--- src/rtl/gate_arb_pkg.sv ---
// Shared types and helpers for the gate-unit round-robin arbiter.
package gate_arb_pkg;

  localparam int NREQ = 4;
  localparam int ID_W = 2;

  typedef enum logic {
    IDLE  = 1'b0,
    GRANT = 1'b1
  } state_t;

  function automatic logic [NREQ-1:0] onehot4(input logic [ID_W-1:0] id);
    onehot4 = 4'b0001 << id;
  endfunction

endpackage

--- src/rtl/rr_priority_pick.sv ---
// Rotating priority encoder: first set request bit starting at ptr, wrapping mod 4.
module rr_priority_pick
  import gate_arb_pkg::*;
(
  input  logic [NREQ-1:0] req,
  input  logic [ID_W-1:0] ptr,
  output logic [ID_W-1:0] winner,
  output logic            any
);

  logic [NREQ-1:0] rot;

  // rot[k] is the request that sits k positions after ptr
  for (genvar gi = 0; gi < NREQ; gi++) begin : g_rot
    assign rot[gi] = req[ptr + ID_W'(gi)];
  end

  always_comb begin
    winner = ptr;
    any    = |rot;
    for (int i = NREQ - 1; i >= 0; i--) begin
      if (rot[i]) begin
        winner = ptr + ID_W'(i);
      end
    end
  end

endmodule

--- src/rtl/gate_unit_rr_arbiter.sv ---
// Round-robin arbiter sharing one 4-input gate unit among 4 requesters.
// Optional GATE_ARB_BACK_TO_BACK_EN removes the idle bubble between grants.
module gate_unit_rr_arbiter
  import gate_arb_pkg::*;
#(
  parameter int NREQ        = 4,
  parameter int HOLD_CYCLES = 2
)
(
  input  logic       clk,
  input  logic       reset,
  input  logic [3:0] req,
  output logic [3:0] grant,
  output logic [1:0] grant_id,
  output logic       grant_val,
  output logic       done
);

  if (NREQ != gate_arb_pkg::NREQ) begin : g_bad_nreq
    $error("gate_unit_rr_arbiter: NREQ must be 4");
  end
  if (HOLD_CYCLES < 1 || HOLD_CYCLES > 15) begin : g_bad_hold
    $error("gate_unit_rr_arbiter: HOLD_CYCLES must be 1..15");
  end

  localparam logic [3:0] CNT_LOAD = 4'(HOLD_CYCLES - 1);

  state_t    state_reg, state_next;
  logic [1:0] owner_reg, owner_next;
  logic [1:0] ptr_reg, ptr_next;
  logic [3:0] cnt_reg, cnt_next;

  logic [3:0] pick_req;
  logic [1:0] pick_ptr;
  logic [1:0] pick_winner;
  logic       pick_any;
  logic       owner_req;
  logic       grant_end;

  assign owner_req = req[owner_reg];
  assign grant_end = (state_reg == GRANT) && (!owner_req || (cnt_reg == 4'd0));

  // In GRANT the search is the back-to-back one: skip the owner, start after it
  always_comb begin
    pick_req = req;
    pick_ptr = ptr_reg;
    if (state_reg == GRANT) begin
      pick_req = req & ~onehot4(owner_reg);
      pick_ptr = owner_reg + 2'd1;
    end
  end

  rr_priority_pick u_pick (
    .req    (pick_req),
    .ptr    (pick_ptr),
    .winner (pick_winner),
    .any    (pick_any)
  );

  always_ff @(posedge clk) begin
    if (reset) begin
      state_reg <= IDLE;
      owner_reg <= 2'd0;
      cnt_reg   <= 4'd0;
      ptr_reg   <= 2'd0;
    end else begin
      state_reg <= state_next;
      owner_reg <= owner_next;
      cnt_reg   <= cnt_next;
      ptr_reg   <= ptr_next;
    end
  end

  always_comb begin
    state_next = state_reg;
    owner_next = owner_reg;
    cnt_next   = cnt_reg;
    ptr_next   = ptr_reg;
    case (state_reg)
      IDLE: begin
        if (pick_any) begin
          state_next = GRANT;
          owner_next = pick_winner;
          cnt_next   = CNT_LOAD;
        end
      end
      GRANT: begin
        if (grant_end) begin
          ptr_next   = owner_reg + 2'd1;
          state_next = IDLE;
`ifdef GATE_ARB_BACK_TO_BACK_EN
          if (pick_any) begin
            state_next = GRANT;
            owner_next = pick_winner;
            cnt_next   = CNT_LOAD;
          end
`endif
        end else begin
          cnt_next = cnt_reg - 4'd1;
        end
      end
      default: state_next = IDLE;
    endcase
  end

  always_comb begin
    grant     = 4'b0000;
    grant_id  = 2'd0;
    grant_val = 1'b0;
    done      = 1'b0;
    if (state_reg == GRANT) begin
      grant     = onehot4(owner_reg);
      grant_id  = owner_reg;
      grant_val = 1'b1;
      done      = owner_req && (cnt_reg == 4'd0);
    end
  end

endmodule

--- config.mk ---
export PLATFORM = sky130hd
export DESIGN_NAME = gate_unit_rr_arbiter
export DESIGN_NICKNAME = d
export VERILOG_FILES = /design/src/rtl/gate_arb_pkg.sv /design/src/rtl/rr_priority_pick.sv /design/src/rtl/gate_unit_rr_arbiter.sv
export SDC_FILE = /design/constraint.sdc
export NUM_CORES = 1
export LEC_CHECK = 0
export BUFFER_PORTS_ARGS = -buffer_cell sky130_fd_sc_hd__buf_2
export CAP_MARGIN = 20
export CORE_MARGIN = 4
export CORE_UTILIZATION = 43
export DETAILED_ROUTE_END_ITERATION = 6
export MAX_ROUTING_LAYER = met4
export PLACE_DENSITY = 0.67
export SETUP_SLACK_MARGIN = 0.05
export SYNTH_ARGS = -nofsm -noshare
export SYNTH_HDL_FRONTEND = slang
export SYNTH_SLANG_ARGS = --single-unit
--- constraint.sdc ---
create_clock -name clk -period 1.6 [get_ports clk]
set_input_delay 0.32 -clock clk [delete_from_list [all_inputs] [get_ports clk]]
set_output_delay 0.32 -clock clk [all_outputs]
set_load 0.05 [all_outputs]
==> metrics.csv <==
stage,metric,value,unit
clock_network,# clock sinks,9,
global_route,number of global-route vias before repair,728,
critical_path,Critical R2R Launch,owner_reg[1],
logic_synthesis,syn nets,93,
finish,share of cells above drive strength 1,59.5,%
status,status,finished with violations,
route,Iteration-0 DRC Markers,32,
logic_synthesis,Mapped Avg Cell Area,8.80,µm²
global_route,initial antenna violation count,0,
clock_network,root buffer cell,clkbuf_4,
finish,final non-filler cell total,132,
critical_path,Worst path slowest cell,mux4_2,
min_path,HP Start,reset,
route,vias,768,
critical_path,CP Capture Type,primary output,
critical_path,Critical Path RT,1.28,ns
min_path,hold depth,2,
sta,Final Hold Fails,0,
critical_path,CP cell instances,"mux4_2, nand2_2, nor2_4, buf_6",
clock_network,CTS Buf Count,3,
route,via/cell ratio,5.82,
logic_synthesis,Synth Register Bits,9,
logic_synthesis,"Distinct cells, synth",38,
route,final wirelength,2050,µm
clock_network,Clock Tree Buf Depth,2,
status,violated checks,setup timing,
floorplanning,io pins,14,
place,placed cells,122,
global_route,met2 GRT Util,31.5,%
sta,Slew HR,69.2,%
logic_synthesis,Syn Std Cell Area,713,µm²
clock_network,Hold Buf Count CTS,0,
finish,final net count,129,
global_route,met1 usage,19.1,%
finish,"most common cell after layout, fill and taps aside",buf_4,
route,ANT nets after route,0,
floorplanning,die height,48.7,µm
place,IO buf count,13,
critical_path,"Buf+Inv Stages, Crit Path",1,
min_path,Hold WC Path Type,input pin to register,
global_route,grt met3 use,5.21,%
floorplanning,Initial Util,46.3,%
clock_network,CTS tree,done,
flow_run,number of max-cap violations,0,
floorplanning,Die Area,2370,µm²
place,Final Wtd Congestion,0.776,
critical_path,reg2reg end,cnt_reg[2],
critical_path,crit path kind,register to primary output,
floorplanning,core area,1540,µm²
route,Residual DRC,0,
sta,Final Critical Period,1.75,ns
critical_path,flop-to-flop setup slack,-0.01,ns
sta,Slew @ Worst Pin,0.458,ns
critical_path,arrival time at the worst endpoint,1.43,ns
sta,max-slew violations,0,
finish,max reg flops,4,
global_route,grt total ovfl,0,
logic_synthesis,Synth warnings,0,
logic_synthesis,register area share after synthesis,25.3,%
sta,final worst-path cycle share,109,%
logic_synthesis,Mapped Cells,81,
critical_path,Top delay family on crit path,multiplexers,
critical_path,Crit Path Max Fanout,3,
route,router iterations before antenna repair,4,
global_route,GRT Resource Usage Total,18.1,%
clock_network,H-tree levels,1,
clock_network,Worst-path clk slew,0.06,ns
finish,Ant. Diodes,0,
sta,Layout Skew,0.00135,ns
min_path,hold path endpoint,state_reg,
route,Wirelength per Cell,15.5,µm
sta,setup slack after layout,-0.148,ns
pwr,power per cell area,822,nW/µm²
critical_path,Register-to-Register Path Depth,5,
pwr,Lkg Pwr,0.000478,µW
sta,RSZ-0062 raised after global routing,yes,
sta,final setup vio count,7,
floorplanning,# rows,14,
global_route,GR peak layer,met2,
critical_path,max incr delay on CP,0.53,ns
clock_network,clk_lat worst skew,0.26,ns
global_route,pin count of the biggest net entering global routing,24,
floorplanning,width of the die,48.7,µm
place,DP Wirelength,1350,µm
sta,fmax,572,MHz
place,pre-CTS setup slack,-0.0907,ns
pwr,worst vdd ir,596,µV
global_route,first-pass GRT wire length,3310,µm
critical_path,startpoint types,register,
finish,area delta synth->final,57.7,%
finish,most frequent cells in the layout,"22 x buf_4, 10 x nor2_1, 6 x dfxtp_1, 6 x buf_2, 5 x and2_2",
==> synth_stat cells (all sizes together) <==
cell,count,area (µm²)
a211oi,2,15.0
a21bo,2,20.0
a21boi,2,18.8
a21o,1,7.51
a21oi,2,10.0
a221oi,1,8.76
a311oi,1,8.76
a31o,1,8.76
a32o,1,10.0
and2,6,38.8
and3,2,22.5
and4b,1,10.0
buf,1,5.00
clkbuf,2,7.51
dfxtp,9,180
ha,6,75.1
inv,4,15.0
mux2,1,11.3
mux2i,2,20.0
mux4,1,22.5
nand2,3,11.3
nand2b,1,6.26
nand3b,2,15.0
nand4,1,6.26
nor2,12,45.0
nor3,4,20.0
nor4,1,6.26
nor4b,1,15.0
o2111ai,1,8.76
o211ai,1,7.51
o21ai,1,5.00
o221ai,1,8.76
o32ai,1,8.76
o41ai,1,16.3
or3b,1,8.76
xor2,1,8.76
==> metrics by stage <==
stage | total power (µW) | util (%) | TNS (ns) | cell area (µm²) | hold WS [ns]
final | 925 | 73.0 | -0.343 | 1120 | 0.396
after global routing | 989 | 73.0 | -0.886 | 1120 | 0.397
after CTS | 885 | 69.4 | -0.387 | 1070 | 0.382
after detailed placement | 629 | 59.5 | -0.198 | 917 | 0.511
after global placement | 620 | 59.5 | -0.128 | 917 | 0.497
after floorplan | 512 | - | 0 | 732 | 0.465
==> repair_timing <==
action	in CTS	in global routing
setup buffers	4	2
endpoints found under the setup margin	13	16
resized for setup	24	13
pin swaps	3	6
gates cloned	0	0
==> metal layers <==
metal | vias up | routed length [µm] | share of wire (%)
li1 | 374 | - | -
met1 | 363 | 795 | 39
met2 | 27 | 1080 | 53
met3 | 4 | 146 | 7.1
met4 | 0 | 31 | 1.5
met5 | - | 0 | 0
==> power breakdown <==
part           internal (µW)  switching [µW]  total (µW)
registers                247            26.4         273
clock network           96.4            84.0         180
logic                    229             242         471
==> worst max-delay path by stage <==
stage	slack [ns]	to	from	cells after the start
finish	-0.15	done	owner_reg[1]	4
global placement	-0.06	owner_reg[1]	owner_reg[1]	6
global route	-0.19	done	cnt_reg[1]	5
CTS	-0.17	done	owner_reg[1]	4
floorplan	0.06	done	cnt_reg[1]	4
detailed placement	-0.09	owner_reg[1]	owner_reg[1]	6
==> worst register-to-register path: cells and delay by family (launching register included) <==
family          cells  cell delay (ns)
mux                 1             0.53
simple gates        2             0.38
flops               1             0.35
buf+inv             1             0.18
compound gates      1             0.11
==> final cells by class <==
class                      count  area, µm²
timing repair buffer          34        270
tap                           16       20.0
clock buffer                   4       26.3
inverter                       4       15.0
fill                         123        417
multi-input combinational     65        607
sequential                     9        186
==> cells by family (layout without fill, tap and decap cells) <==
| logic type | Yosys count | after routing | share of synthesized area, % |
|---|---|---|---|
| DFF | 9 | 9 | 25.3 |
| buffers and inverters | 7 | 42 | 3.86 |
| AOI/OAI and AO/OA | 19 | 19 | 22.8 |
| adders and majority gates | 6 | 6 | 10.5 |
| and+or+nand+nor | 35 | 35 | 28.8 |
| muxes | 4 | 4 | 7.54 |
| xor gates and xnor gates | 1 | 1 | 1.23 |
Note: power is estimated with default switching activity, not from simulation.
